$ cat src/rtl/bin2bcd_pkg.sv
// Shared definitions for the sequential binary-to-BCD converter.
//   state_t    : converter FSM states
//   DIGIT_W    : bits per BCD digit
//   ADJ_THRESH : digit value at or above which the double-dabble correction applies
//   ADJ_ADD    : correction added to such a digit before each shift
package bin2bcd_pkg;

  typedef enum logic [1:0] {
    IDLE  = 2'd0,
    SHIFT = 2'd1,
    DONE  = 2'd2
  } state_t;

  localparam int          DIGIT_W    = 4;
  localparam logic [3:0]  ADJ_THRESH = 4'd5;
  localparam logic [3:0]  ADJ_ADD    = 4'd3;

endpackage

$ cat src/rtl/bcd_digit_adj.sv
// Double-dabble digit correction: one BCD digit in, the digit plus 3 out when it is
// 5 or more (so the following left shift carries correctly into the next digit).
//   in_i  : BCD digit before correction
//   out_o : corrected digit
module bcd_digit_adj
  import bin2bcd_pkg::*;
(
  input  logic [DIGIT_W-1:0] in_i,
  output logic [DIGIT_W-1:0] out_o
);

  assign out_o = (in_i >= ADJ_THRESH) ? (in_i + ADJ_ADD) : in_i;

endmodule

$ cat src/rtl/bin2bcd_seq.sv
// Sequential double-dabble binary-to-BCD converter feeding the seven-segment driver.
// One conversion at a time with a start/busy/done handshake; a W-bit value takes
// W shift cycles plus one DONE cycle, and the result lands one edge later.
//   clk      : system clock
//   rst_n    : asynchronous active-low reset
//   start    : conversion request, only honoured in IDLE
//   bin      : binary value, captured when start is accepted
//   busy     : high while shifting and during the DONE cycle
//   done     : one-cycle pulse when bcd/overflow are updated
//   bcd      : DIGITS packed BCD digits, digit 0 in [3:0], stable between dones
//   overflow : bin >= 10**DIGITS; bcd then holds the low DIGITS digits
// Optional build macro BIN2BCD_AUTO_EN: a change of bin while IDLE starts a conversion
// on its own, so the display follows switches without an external strobe.
// W must be at least 2.
module bin2bcd_seq
  import bin2bcd_pkg::*;
#(
  parameter int W      = 8,
  parameter int DIGITS = 4
) (
  input  logic                      clk,
  input  logic                      rst_n,
  input  logic                      start,
  input  logic [W-1:0]              bin,
  output logic                      busy,
  output logic                      done,
  output logic [DIGIT_W*DIGITS-1:0] bcd,
  output logic                      overflow
);

  localparam int               BCD_W    = DIGIT_W * DIGITS;
  localparam int               CNT_W    = $clog2(W) + 1;
  localparam logic [CNT_W-1:0] CNT_LAST = CNT_W'(W - 1);

  state_t             state_q, state_d;
  logic [W-1:0]       bin_sr_q, bin_sr_d;
  logic [BCD_W-1:0]   scr_q, scr_d;
  logic [BCD_W-1:0]   scr_adj;
  logic [CNT_W-1:0]   cnt_q, cnt_d;
  logic               ovf_q, ovf_d;
  logic [BCD_W-1:0]   bcd_q, bcd_d;
  logic               ovfl_q, ovfl_d;
  logic               done_q, done_d;
  logic               start_int;

`ifdef BIN2BCD_AUTO_EN
  logic [W-1:0] last_bin_q, last_bin_d;

  // A value differing from the last converted one counts as a request while IDLE.
  assign start_int  = start | ((state_q == IDLE) && (bin != last_bin_q));
  assign last_bin_d = ((state_q == IDLE) && start_int) ? bin : last_bin_q;

  always_ff @(posedge clk or negedge rst_n) begin
    if (!rst_n) last_bin_q <= '0;
    else        last_bin_q <= last_bin_d;
  end
`else
  assign start_int = start;
`endif

  // Per-digit +3 correction applied to the scratch register ahead of every shift.
  for (genvar g = 0; g < DIGITS; g++) begin : g_adj
    bcd_digit_adj u_adj (
      .in_i  (scr_q[g*DIGIT_W +: DIGIT_W]),
      .out_o (scr_adj[g*DIGIT_W +: DIGIT_W])
    );
  end

  always_comb begin
    state_d  = state_q;
    bin_sr_d = bin_sr_q;
    scr_d    = scr_q;
    cnt_d    = cnt_q;
    ovf_d    = ovf_q;
    bcd_d    = bcd_q;
    ovfl_d   = ovfl_q;
    done_d   = 1'b0;
    case (state_q)
      IDLE: begin
        if (start_int) begin
          state_d  = SHIFT;
          bin_sr_d = bin;
          scr_d    = '0;
          cnt_d    = '0;
          ovf_d    = 1'b0;
        end
      end
      SHIFT: begin
        // Shift {scratch, binary} left by one; the bit pushed out of the top digit
        // means the value no longer fits in DIGITS digits.
        scr_d    = {scr_adj[BCD_W-2:0], bin_sr_q[W-1]};
        bin_sr_d = {bin_sr_q[W-2:0], 1'b0};
        ovf_d    = ovf_q | scr_adj[BCD_W-1];
        if (cnt_q == CNT_LAST) begin
          state_d = DONE;
        end else begin
          cnt_d = cnt_q + 1'b1;
        end
      end
      DONE: begin
        bcd_d   = scr_q;
        ovfl_d  = ovf_q;
        done_d  = 1'b1;
        state_d = IDLE;
      end
      default: state_d = IDLE;
    endcase
  end

  always_ff @(posedge clk or negedge rst_n) begin
    if (!rst_n) begin
      state_q  <= IDLE;
      bin_sr_q <= '0;
      scr_q    <= '0;
      cnt_q    <= '0;
      ovf_q    <= 1'b0;
      bcd_q    <= '0;
      ovfl_q   <= 1'b0;
      done_q   <= 1'b0;
    end else begin
      state_q  <= state_d;
      bin_sr_q <= bin_sr_d;
      scr_q    <= scr_d;
      cnt_q    <= cnt_d;
      ovf_q    <= ovf_d;
      bcd_q    <= bcd_d;
      ovfl_q   <= ovfl_d;
      done_q   <= done_d;
    end
  end

  assign busy     = (state_q == SHIFT) || (state_q == DONE);
  assign done     = done_q;
  assign bcd      = bcd_q;
  assign overflow = ovfl_q;

endmodule

$ cat config.mk
export PLATFORM = sky130hd
export DESIGN_NAME = bin2bcd_seq
export DESIGN_NICKNAME = d
export VERILOG_FILES = /design/src/rtl/bin2bcd_pkg.sv /design/src/rtl/bcd_digit_adj.sv /design/src/rtl/bin2bcd_seq.sv
export SDC_FILE = /design/constraint.sdc
export NUM_CORES = 1
export LEC_CHECK = 0
export CORE_MARGIN = 1
export CORE_UTILIZATION = 55
export CTS_CLUSTER_SIZE = 24
export DETAILED_ROUTE_END_ITERATION = 8
export PLACE_DENSITY = 0.87
export SYNTH_ARGS = -nofsm -noshare
export SYNTH_HDL_FRONTEND = slang
export SYNTH_SLANG_ARGS = --single-unit
$ cat constraint.sdc
create_clock -name clk -period 1.93 [get_ports clk]
set_clock_uncertainty 0.2 [all_clocks]
set_input_delay 0.386 -clock clk [delete_from_list [all_inputs] [get_ports clk]]
set_output_delay 0.386 -clock clk [all_outputs]
set_load 0.01 [all_outputs]
==> results of run 1 <==
-- cells in the final DEF, fill, tap and decap left out, types with 3 or more instances in the layout --
cell type / instances
a21oi_1: 6
ha_1: 12
clkdlybuf4s50_1: 27
o31ai_1: 5
o32ai_2: 3
o21ai_0: 19
mux2_2: 17
inv_1: 9
nand2b_1: 6
mux2i_1: 6
dfrtp_1: 49
nand3_1: 7
o22ai_1: 5
xnor2_1: 4
xor2_1: 4
nand2_1: 13
buf_4: 16
a32o_1: 4
nor2_1: 4
clkbuf_8: 6
-- per-layer routing --
metal / GRT usage / up-vias / share of wire
met5: 0 / - / 0
met4: 0.1097 / 0 / 0.020
met3: 0.05921 / 10 / 0.033
met2: 0.3885 / 46 / 0.50
met1: 0.2880 / 880 / 0.45
li1: - / 846 / -
-- timing repair --
item                                   CTS  global route
gates resized for setup                  7             7
endpoints found under the hold margin   17             0
setup buffers                            1             0
hold buffers                             1             0
pin swaps                                0             0
setup endpoints to repair               11            11
cloned                                   1             0
-- layout make-up --
class	count	area, sq um
multi-input combinational	140	1132
clock inverter	2	37.54
inverter	11	41.29
tap	50	62.56
fill	273	1099
sequential	49	1226
clock buffer	6	82.58
timing repair buffer	50	462.9
-- sequential cells by signal (all words and copies together), names as in the netlist --
signal,flops
state_q,2
cnt_q,4
done,1
ovf_q,1
bcd,16
scr_q,16
bin_sr_q,8
overflow,1
-- synthesized netlist by cell type (3+ instances only) --
cell type and n:
mux2i_1 6, nand2_1 13, inv_1 11, xnor2_1 4, o22ai_1 5, nor2_1 4, xor2_1 4, nor2b_1 3
buf_2 4, nand2b_1 6, o32ai_2 3, a21oi_1 7, a32o_1 4, ha_1 14, dfrtp_1 49, nand3_1 7
buf_4 3, mux2_2 17, o21ai_0 19, o31ai_1 5
-- report_power, final --
part,switching (mW),internal (mW)
Clock,0.338,0.421
Sequential,0.153,1.22
Combinational,0.842,0.762
Total,1.33,2.41
-- through the flow --
stage / hold WS (ps) / power [mW] / instances / worst slack (ps) / TNS (ps)
floorplan: -109.6 / 2.360 / 210 / 149.5 / 0
global placement: 149.4 / 2.811 / 297 / -10.72 / -41.96
detailed placement: 153.6 / 2.899 / 297 / -95.66 / -682.7
CTS: 296.5 / 3.711 / 308 / 1.231 / 0
global route: 328.0 / 3.969 / 308 / 7.616 / 0
finish: 296.9 / 3.739 / 308 / 94.67 / 0
-- worst reg2reg max path: cells and delay by family (launching register included) --
family	cells	cell delay (ps)
AOI/OAI and AO/OA	1	110
adders and majority gates	1	170
buffers and inverters	3	370
DFF	1	400
and+or+nand+nor	3	440
-- worst max path at each step --
stage,end,slack [ps],cells after the start
after floorplan,cnt_q[3],150,6
after global placement,scr_q[7],-10,5
after detailed placement,scr_q[4],-100,5
after CTS,scr_q[11],1,7
after global routing,scr_q[13],8,6
final,busy,90,3
-- cells by family after synthesis --
group | after synthesis
AO/OA/AOI/OAI | 53
XOR/XNOR | 8
adder cells (fa/ha/maj) | 14
buffers and inverters | 21
flip-flops | 49
multiplexers | 24
AND/OR/NAND/NOR | 41
==> flow_metrics.py, run 1 <==
metrics = {
    "placement": {
        "gp_congestion": 0.7725,
        "hpwlAfterDp_mm": 3.456,
        "dpl-instance-area_sq_mm": 0.002873,
        "io_buffers": 29,
    },
    "logic_synthesis": {
        "synth_nets": 235,
        "synth-seq-cells": 49,
        "syn_inst": 210,
        "synth_top_family_by_area": "compound AO/OA/AOI/OAI gates",
        "syn_avg_cell_area_sq_um": 11.65,
        "yosys.area.top_type": "dfrtp_1",
        "ys_seq_area_frac": 0.5013,
        "synth_top_area_frac": 0.5013,
        "synth_xor_area_frac": 0.02864,
        "synth_fa_ha_area_frac": 0.07161,
        "syn_area_sq_mm": 0.002446,
        "synth_mux_area_frac": 0.1090,
        "synth_edf_count": 0,
        "yosys.cell_types.count": 34,
        "synthSimpleGateAreaFrac": 0.08798,
        "ys_warn_count": 0,
        "synthArstFlopShare": 1.000,
        "synth-main-ff-cell": "dfrtp_1",
        "synth-compound-area-share": 0.1565,
        "synth_area_leaders": "dfrtp_1, mux2_2, ha_1, o21ai_0, mux2i_1",
    },
    "floorplan": {
        "die_x_um": 68.69,
        "io_pins": 30,
        "die_h_um": 68.69,
        "coreArea_sq_mm": 0.004144,
        "start_util": 0.5903,
        "fp-row-count": 23,
        "dieArea_sq_mm": 0.004718,
    },
    "global_route": {
        "track_usage": 0.2351,
        "grt_max_degree": 33,
        "antenna_found_initial": 0,
        "grt_pass1_vias": 1761,
        "gr-total-overflow": 0,
        "grt_pass1_wl_mm": 8.024,
    },
    "routing": {
        "ant_nets": 0,
        "via_per_inst": 5.786,
        "num_vias": 1782,
        "post-route-drc-count": 0,
        "first_pass_iters": 4,
        "wl_per_cell_um": 15.98,
        "routed_wl_mm": 4.922,
        "drt-initial-drc-count": 135,
    },
    "power": {
        "power_density_mw_per_mm2": 1228,
        "p_leak_nw": 1.368,
        "ir_drop_mv": 0.8334,
    },
    "timing": {
        "max_freq_mhz": 544.9,
        "fin_crit_sh": 0.9509,
        "setup_viol": 0,
        "rsz0062_at_grt": "false",
        "slew_viol_final": 0,
        "hold_viol_final": 0,
        "tightestPinTransition_ps": 429.7,
        "maxSlewHeadroom": 0.7135,
        "layout_min_cycle_time_ps": 1835,
    },
    "min_path": {
        "hold_end": "bin_sr_q[5]",
        "worstHoldPathType": "reg -> reg",
        "hp-start": "bin_sr_q[5]",
        "hold_depth": 2,
    },
    "critical_path": {
        "timing.rr.start": "state_q[0]",
        "worstPathRequired_ps": 1340,
        "worstPathCellList": "inv_2, ha_4, clkdlybuf4s15_1",
        "cp.arrival_ps": 1250,
        "start_kind": "flop",
        "r2r_cells": 8,
        "cp-end-kind": "output port",
        "cp-startpoint": "state_q[0]",
        "max_stage_delay_ps": 400,
        "worstPathMaxFanout": 3,
        "regToRegEndpoint": "scr_q[2]",
        "critical-path-top-delay-family": "flip-flops",
        "rrSetupSlack_ps": 110,
        "critPathBufInv": 2,
        "cpMaxStageDelayCell": "dfrtp_1",
        "critPathKind": "reg -> out",
    },
    "layout": {
        "drive_gt1_frac": 0.2326,
        "diodes": 0,
        "syn2layout_area_growth_pct": 24.50,
        "final_nets": 282,
        "utilization": 0.7349,
        "stdcell_area_sq_mm": 0.003045,
    },
    "clocking": {
        "cts_inserted_buffers": 5,
        "clockRootBuffer": "clkbuf_8",
        "clk_pin_slew_ps": 80,
        "cts_buffer_depth": 2,
        "tritoncts": "done",
        "clock-sinks": 49,
        "clock_latency_ps": 300,
        "cts_max_level": 2,
    },
    "status": {
        "outcome": "completed",
    },
    "job": {
        "maxCapViolCount": 0,
    },
}
(Power assumes the default switching activity.)
==> run 2: changes to the inputs <==
- PLACE_DENSITY: 0.87 -> not set
- PLACE_DENSITY_LB_ADDON: not set -> 0.15
- SKIP_CTS_REPAIR_TIMING: not set -> 1
==> flow_metrics.py, run 2 (same netlist as run 1, synthesis figures left out) <==
metrics = {
    "floorplan": {
        "die_h_um": 68.69,
        "dieArea_sq_mm": 0.004718,
        "coreArea_sq_mm": 0.004144,
        "start_util": 0.5903,
        "fp-row-count": 23,
        "io_pins": 30,
        "die_x_um": 68.69,
    },
    "global_route": {
        "grt_pass1_wl_mm": 7.852,
        "track_usage": 0.2349,
        "grt_max_degree": 50,
        "grt_pass1_vias": 1711,
        "antenna_found_initial": 0,
        "gr-total-overflow": 0,
    },
    "routing": {
        "num_vias": 1760,
        "wl_per_cell_um": 15.89,
        "ant_nets": 0,
        "first_pass_iters": 4,
        "routed_wl_mm": 4.894,
        "via_per_inst": 5.714,
        "post-route-drc-count": 0,
        "drt-initial-drc-count": 130,
    },
    "critical_path": {
        "cpMaxStageDelayCell": "dfrtp_1",
        "max_stage_delay_ps": 410,
        "path_depth": 8,
        "rrSetupSlack_ps": 60,
        "critPathKind": "reg -> reg",
        "cp.arrival_ps": 1890,
        "r2r_cells": 8,
        "crit_end": "cnt_q[0]",
        "critical-path-top-delay-family": "simple AND/OR/NAND/NOR gates",
        "worstPathMaxFanout": 8,
        "start_kind": "flop",
        "cpMostUsedCell": "buf_4",
        "critPathBufInv": 3,
        "timing.rr.start": "state_q[0]",
        "worstPathRequired_ps": 1950,
        "regToRegEndpoint": "cnt_q[0]",
        "worstPathCellList": "inv_1, ha_4, buf_4, and2b_1, buf_4, nand4b_1, o21ai_0, nor3_1",
        "cp-end-kind": "flop",
        "cp-startpoint": "state_q[0]",
    },
    "clocking": {
        "tritoncts": "done",
        "clock_latency_ps": 320,
        "clk_pin_slew_ps": 90,
        "clockRootBuffer": "clkbuf_8",
        "clock-sinks": 49,
        "cts_buffer_depth": 2,
        "cts_max_level": 2,
        "cts_inserted_buffers": 5,
    },
    "placement": {
        "place_ws_ps": -144.8,
        "io_buffers": 29,
        "gp_congestion": 0.7768,
        "hpwlAfterDp_mm": 3.329,
    },
    "power": {
        "power_density_mw_per_mm2": 1186,
        "p_leak_nw": 1.373,
        "ir_drop_mv": 0.8062,
    },
    "layout": {
        "layout_commonest_cell": "dfrtp_1",
        "final_nets": 282,
        "final_cell_mix": "dfrtp_1, clkdlybuf4s50_1, o21ai_0, mux2_2, buf_4",
        "diodes": 0,
        "drive_gt1_frac": 0.2248,
        "syn2layout_area_growth_pct": 24.91,
        "utilization": 0.7373,
        "fillers": 284,
    },
    "status": {
        "outcome": "completed",
    },
    "timing": {
        "worst_slack_ps": 62.40,
        "slew_viol_final": 0,
        "tightestPinTransition_ps": 378.9,
        "hold_viol_final": 0,
        "setup_viol": 0,
        "fin_crit_sh": 0.9677,
        "max_freq_mhz": 535.4,
        "maxSlewHeadroom": 0.7474,
        "fin_tns_setup_ps": 0,
        "layout_min_cycle_time_ps": 1868,
    },
    "job": {
        "maxCapViolCount": 0,
    },
    "min_path": {
        "worstHoldPathType": "reg -> reg",
    },
}
## run 2: cell types whose count changed in the layout (fill, tap and decap cells not counted), sizes merged
cell	change
clkbuf	-1
bufinv	-1
clkdlybuf4s15	-1
dlymetal6s2s	+1
clkinvlp	+1
inv	+1
## run 2: stage by stage
stage | std cells | hold WS (ps) | area [sq um] | power (mW)
after floorplan | 210 | -109.6 | 2446 | 2.360
after global placement | 297 | 187.9 | 2898 | 2.818
after detailed placement | 297 | 193.0 | 2898 | 2.905
after CTS | 305 | -147.8 | 2993 | 3.546
after global routing | 308 | 319.6 | 3055 | 3.871
final | 308 | 290.2 | 3055 | 3.624
## run 2: worst register-to-register path: cells and delay by family (launching register included)
kind | cells | cell delay (ps)
AND/OR/NAND/NOR | 3 | 500
adder cells (fa/ha/maj) | 1 | 160
buffers and inverters | 3 | 410
flip-flops | 1 | 410
AO/OA/AOI/OAI | 1 | 100
## run 2: area by class of cell
cell class / count / area, sq um / area share
clock buffers: 5 / 68.82 / 0.02252
clock inverters: 3 / 26.28 / 0.008600
inverters: 11 / 41.29 / 0.01351
multi-input cells: 140 / 1132 / 0.3706
flip-flops and latches: 49 / 1226 / 0.4013
well taps: 50 / 62.56 / 0.02048
repair buffers: 50 / 498.0 / 0.1630
## run 2: worst min path at each step
stage                           start           to  slack (ps)  depth (start not counted)
final                     bin_sr_q[5]  bin_sr_q[5]         290                          2
after CTS                       rst_n       bcd[3]        -150                          2
after floorplan                 rst_n       bcd[0]        -110                          0
after global routing      bin_sr_q[5]  bin_sr_q[5]         320                          2
after detailed placement        rst_n  bin_sr_q[4]         190                          2
after global placement          rst_n  bin_sr_q[3]         190                          2
## run 2: layer usage
layer / wire, um / global-route usage / up-vias
li1: - / - / 850
met1: 2197 / 0.2875 / 858
met2: 2418 / 0.3995 / 43
met3: 197 / 0.06250 / 9
met4: 80 / 0.08163 / 0
met5: 0 / 0 / -
## run 2: where the power goes
group	internal [mW]	switching, mW	leakage (nW)	total [mW]
clock	0.264	0.371	0.0423	0.635
combinational	0.803	0.815	0.665	1.62
sequential	1.22	0.150	0.665	1.37
total	2.29	1.34	1.37	3.62
